### src/rtl/demux2_reg.sv
// Registered 1-to-2 demultiplexer with valid/ready handshakes.
// Each destination owns a one-entry output register, so one stalled sink never blocks the other.
module demux2_reg #(
  parameter int unsigned WIDTH = 32,
  parameter int unsigned CNT_W = 8
) (
  input  logic             clk,
  input  logic             reset,
  input  logic             in_valid,
  output logic             in_ready,
  input  logic [WIDTH-1:0] in_data,
  input  logic             in_sel,
  output logic             out0_valid,
  input  logic             out0_ready,
  output logic [WIDTH-1:0] out0_data,
  output logic             out1_valid,
  input  logic             out1_ready,
  output logic [WIDTH-1:0] out1_data,
  output logic [CNT_W-1:0] cnt0,
  output logic [CNT_W-1:0] cnt1
);

  localparam int unsigned NUM_DEST = 2;

  logic [NUM_DEST-1:0] slot_valid;
  logic [WIDTH-1:0]    slot_data [NUM_DEST];
  logic [CNT_W-1:0]    slot_cnt  [NUM_DEST];
  logic [NUM_DEST-1:0] out_ready;
  logic                accept;

  assign out_ready = {out1_ready, out0_ready};

  // A slot can take a word when it is empty or being drained this cycle.
  always_comb begin
    in_ready = 1'b0;
    accept   = 1'b0;
    in_ready = !slot_valid[in_sel] || out_ready[in_sel];
    accept   = in_valid && in_ready;
  end

  // Per-destination slot and accept counter; a fill takes priority over a delivery.
  always_ff @(posedge clk or negedge reset) begin
    if (!reset) begin
      for (int n = 0; n < NUM_DEST; n++) begin
        slot_valid[n] <= 1'b0;
        slot_data[n]  <= '0;
        slot_cnt[n]   <= '0;
      end
    end else begin
      for (int n = 0; n < NUM_DEST; n++) begin
        if (accept && (in_sel == 1'(n))) begin
          slot_valid[n] <= 1'b1;
          slot_data[n]  <= in_data;
          slot_cnt[n]   <= slot_cnt[n] + CNT_W'(1);
        end else if (slot_valid[n] && out_ready[n]) begin
          slot_valid[n] <= 1'b0;
        end
      end
    end
  end

  assign out0_valid = slot_valid[0];
  assign out1_valid = slot_valid[1];
  assign out0_data  = slot_data[0];
  assign out1_data  = slot_data[1];
  assign cnt0       = slot_cnt[0];
  assign cnt1       = slot_cnt[1];

endmodule

### config.mk
export PLATFORM = sky130hd
export DESIGN_NAME = demux2_reg
export DESIGN_NICKNAME = d
export VERILOG_FILES = /design/src/rtl/demux2_reg.sv
export SDC_FILE = /design/constraint.sdc
export NUM_CORES = 1
export LEC_CHECK = 0
export ABC_AREA = 0
export BUFFER_PORTS_ARGS = -buffer_cell sky130_fd_sc_hd__clkbuf_2
export CAP_MARGIN = 5
export CORE_MARGIN = 2
export CORE_UTILIZATION = 25
export CTS_CLUSTER_DIAMETER = 150
export DETAILED_ROUTE_END_ITERATION = 12
export PLACE_DENSITY = 0.49
export SKIP_CTS_REPAIR_TIMING = 1
export SYNTH_ARGS = -nofsm -noshare
export SYNTH_HDL_FRONTEND = slang
export SYNTH_SLANG_ARGS = --single-unit
### constraint.sdc
create_clock -name clk -period 1.8 [get_ports clk]
set_input_delay 0.09 -clock clk [delete_from_list [all_inputs] [get_ports clk]]
set_output_delay 0.09 -clock clk [all_outputs]
set_load 0.005 [all_outputs]
After elaboration in Yosys (flattened, before gate mapping)
Index checks and enable logic that the tools add are counted.
{"block": "word_totals", "regBits": 82, "latchBits": 0, "mem_bits_rw": 0, "rom_bits": 0, "in_bits": 38, "out_inout_bits": 83, "elab_cells": 27, "n_memories": 0}
{"block": "op_classes", "add_sub_neg": 2, "mul": 0, "n_div": 0, "magnitude_cmp": 1, "n_eq_ne": 0, "shift": 0, "mux": 8, "n_bitwise": 1, "reduce_logical": 9}
{"cell": "$add A8 B1 Y8 const B", "count": 2}
{"cell": "$mux W1", "count": 8}
{"cell": "$logic_and A1 B1 Y1", "count": 5}
{"cell": "$reduce_bool A2 Y1", "count": 2}
{"cell": "$lt A1 B2 Y1 const B", "count": 1}
{"cell": "$logic_not A1 Y1", "count": 1}
{"cell": "$logic_or A1 B1 Y1", "count": 1}
{"cell": "$not A1 Y1", "count": 1}

Depth between registers and ports, before layout
{"block": "logic_depth", "depth_word": 7, "ltp_mapped": 6, "mapped_depth_nobuf": 4}

Worst setup path before layout
Ideal clock, no wire load.
{"block": "synth_path", "path_kind": "register to register", "from": "register slot_valid[1]", "to": "register slot_data, in the netlist out1_data[0]", "setup_ns": 0.125, "arrival_time_ns": 1.128, "required_ns": 1.675, "path_slack_ns": 0.547, "stages_incl_launch_ff": 5, "path_buffers": 1, "synth_period_minus_slack_ns": 1.253, "path_cell_list": "dfrtp_1 -> nand2b_1 -> nor2b_4 -> buf_4 -> mux2_2"}
{"block": "synth_between", "elab_chain_cells": 6}
{"element": "start, declared", "line": "25", "rtl": "logic [NUM_DEST-1:0] slot_valid;"}
{"element": "start signal, assigned by index", "line": "45", "rtl": "slot_valid[n] <= 1'b0;"}
{"element": "start signal, assigned by index", "line": "52", "rtl": "slot_valid[n] <= 1'b1;"}
{"element": "start signal, assigned by index", "line": "56", "rtl": "slot_valid[n] <= 1'b0;"}
{"element": "$mux W1 (implied by the code) (2 in series)", "line": "37", "rtl": "in_ready = !slot_valid[in_sel] || out_ready[in_sel];"}
{"element": "$logic_not A1 Y1", "line": "37"}
{"element": "$logic_or A1 B1 Y1", "line": "37"}
{"element": "$logic_and A1 B1 Y1", "line": "38", "rtl": "accept = in_valid && in_ready;"}
{"element": "$logic_and A1 B1 Y1", "line": "51", "rtl": "if (accept && (in_sel == 1'(n))) begin"}
{"element": "end signal, assigned by index", "line": "53", "rtl": "slot_data[n] <= in_data;"}
{"element": "end, declared", "line": "26", "rtl": "logic [WIDTH-1:0] slot_data [NUM_DEST];"}
No other way between the ends. The select of a mux whose other input is x is not followed.
A chain may end at the register's enable or synchronous reset.

Worst setup path after layout
{"block": "layout_path", "from": "register slot_valid[1]", "to": "register slot_data, in the netlist out1_data[14]"}
Same word-level chain as after synthesis.

==> impl_metrics.toml <==
[placement]
pre_cts_ws_ps = 323
placed_area_um2 = 4030
port_buffers = 120
place.gp.congestion = 0.716
hpwl_um = 5390

[routing]
ant_nets = 0
drcViolationCount = 0
vias_per_cell = 4.11
wl_per_cell_um = 12.6
dr.pass1.iters = 4
drtIter0Drc = 133
via_count = 2485
drt_wl_total_um = 7600

[critical_path]
cp_num_buf_inv = 1
path_class = "reg -> reg"
critical_path.cell_chain = "nand2b_1, nor2b_4, buf_4, mux2_2"
crit_path_max_incr_delay_ps = 380
start_kind = "flip-flop"
r2r-start = "slot_valid[1]$_DFFE_PN0P_"
ff2ff_path_depth = 4
cp_slowest_cell = "dfrtp_1"
ff2ff_setup_slack_ps = 350
crit_fanout = 17
worstSetupEndpointType = "flip-flop"
arrival_ps = 1670
critical_path_depth = 4
cp_top_family = "flip-flops"
cp.required_ps = 2010
r2r-end = "out1_data[14]$_DFFE_PN0P_"

[cts]
htreeDepth = 3
numCtsBuffers = 9
tritoncts = "built"
cts_sinks = 82
clkLatencyLatePin_ps = 330
root_buffer = "clkbuf_16"
clk_pin_slew_ps = 60
cts.path.max_buffers = 2

[floorplanning]
start_util_pct = 25.4
core-area_um2 = 12500
io_pins = 121
die_x_um = 117
row_count = 41
fp.dieH_um = 117
die_area_um2 = 13600

[run_status]
violations = "negative hold slack"
status = "finished, violations left"

[final_layout]
final_nets = 468
antennaDiodeCount = 0
nFillCells = 1279
syn2layout_area_growth_pct = 44.7
final_common_cell = "clkbuf_2"
drive_gt1_share_pct = 40.4
final_cell_mix = "clkbuf_2 (119), nand2_1 (108), dfrtp_1 (82), mux2_2 (31), dlygate4sd3_1 (30)"
final_area_um2 = 4600

[global_routing]
use_met2_pct = 16.0
use_met3_pct = 4.51
grtUsageTotal_pct = 11.3
grt_pass1_vias = 2215
grt_overflow_total = 0
gr-usage-met1_pct = 14.9
antenna_found_initial = 0
grt-busiest-layer = "met2"
grt_pass1_wl_um = 11500
grt_max_degree = 41

[power_and_ir_drop]
p_int_mw = 3.75
power_switching_mw = 1.41
power.share.clock_pct = 31.8
switching_share_pct = 27.2
power-per-cell-area_nw_per_um2 = 1120
max-vdd-ir-drop_uv = 409
p_leak_nw = 2.36
p_comb_share_pct = 20.3
power_frac_seq_pct = 47.9

[synth]
yosys_warnings = 0
synth_cell_type_count = 17
netlist_instances = 270
synth.cell_area_um2 = 3180
synth_nets = 310
postSynthAreaPerCell_um2 = 11.8
synth_seq_area_share_pct = 64.6
synth-seq-cells = 82

[sta]
layout_setup_ws_ps = 348
fin_worst_skew_ps = 5.32
setup_viol = 0
report.final.slew_viol_count = 0
fin_tns_setup_ps = 0
rsz0062_at_grt = "false"
holdWs_ps = -22.2
tightest_slew_ps = 466
relSlewSlack_pct = 68.9
period_needed_ps = 1450
min_period_over_period_pct = 80.7
fmax_mhz = 689
hold_viol = 3

[run]
max-cap-violations = 0

[min_path]
holdCritPathClass = "in -> reg"
hold_path_end = "out0_data[5]$_DFFE_PN0P_"
hold_depth = 3
hp-start = "in_data[5]"
==> cell usage after synthesis <==
library cell    n  share of area, %
and3_1          4              0.79
nor2b_4         1              0.43
dfrtp_1        82                65
buf_2           8               1.3
xor2_1          3              0.83
nand2b_1        2              0.39
xnor2_1        11               3.0
nand4_1         5              0.98
nand3b_1        1              0.24
buf_4           4              0.95
mux2_1          3               1.1
nand2_1       108                13
mux2_2         31                11
nor3_1          2              0.32
nand3_1         2              0.32
ha_1            2              0.79
and3b_1         1              0.28
==> area by class of cell <==
type	count	area [µm²]	share of cell area, %
Sequential cell	82	2050	44.6
Multi-Input combinational cell	176	1060	23.0
Timing Repair Buffer	159	1010	21.9
Clock buffer	13	250	5.44
Tap cell	172	215	4.68
Clock inverter	3	15.0	0.327
==> worst max-delay path by stage <==
| stage | startpoint | end | slack (ps) |
|---|---|---|---|
| 2_1_floorplan | slot_valid[1]$_DFFE_PN0P_ | out1_data[0]$_DFFE_PN0P_ | 550 |
| 3_3_place_gp | slot_valid[1]$_DFFE_PN0P_ | out1_data[9]$_DFFE_PN0P_ | 390 |
| 3_5_place_dp | slot_valid[1]$_DFFE_PN0P_ | out1_data[14]$_DFFE_PN0P_ | 320 |
| 4_1_cts | slot_valid[1]$_DFFE_PN0P_ | out1_data[14]$_DFFE_PN0P_ | 320 |
| 5_1_grt | slot_valid[1]$_DFFE_PN0P_ | out1_data[13]$_DFFE_PN0P_ | 270 |
| 6_report | slot_valid[1]$_DFFE_PN0P_ | out1_data[14]$_DFFE_PN0P_ | 350 |
==> layer usage <==
metal | part of all wire [%] | wire [µm]
met1 | 45 | 3430
met2 | 44 | 3380
met3 | 8.3 | 634
met4 | 2.0 | 150
met5 | 0 | 0
==> sequential cells by signal, indices dropped and copies added, names as in the netlist <==
| name | count |
|---|---|
| cnt1 | 8 |
| cnt0 | 8 |
| out1_data | 32 |
| out0_data | 32 |
| slot_valid | 2 |
==> power by group through the flow <==
stage	Combinational [mW]	Sequential, mW	Clock (mW)
floorplan	0.427	2.50	0
global placement	1.01	2.50	0
detailed placement	1.02	2.51	0
CTS	1.02	2.48	1.71
global route	1.19	2.53	1.79
finish	1.05	2.47	1.64
==> worst reg2reg max path: stages (launching register included) <==
cell and delay, ps:
dfrtp_1 380, nand2b_1 120, nor2b_4 190, buf_4 280, mux2_2 380
==> stage by stage <==
step / util [%] / cells / hold WS (ps) / power, mW
final: 36.7 / 605 / -22.2 / 5.16
after global routing: 36.7 / 605 / 6.63 / 5.52
after CTS: 34.3 / 575 / -290 / 5.21
after detailed placement: 32.2 / 559 / 84.5 / 3.53
after global placement: 32.2 / 559 / 71.5 / 3.51
after floorplan: - / 270 / -206 / 2.93
==> kinds of logic after synthesis <==
logic type | after synthesis | share of synthesized area [%]
buf+inv | 12 | 2.21
flops | 82 | 64.6
simple gates | 126 | 16.5
fa+ha+maj | 2 | 0.788
xor+xnor | 14 | 3.86
mux | 34 | 12.1
(Power assumes the default switching activity.)
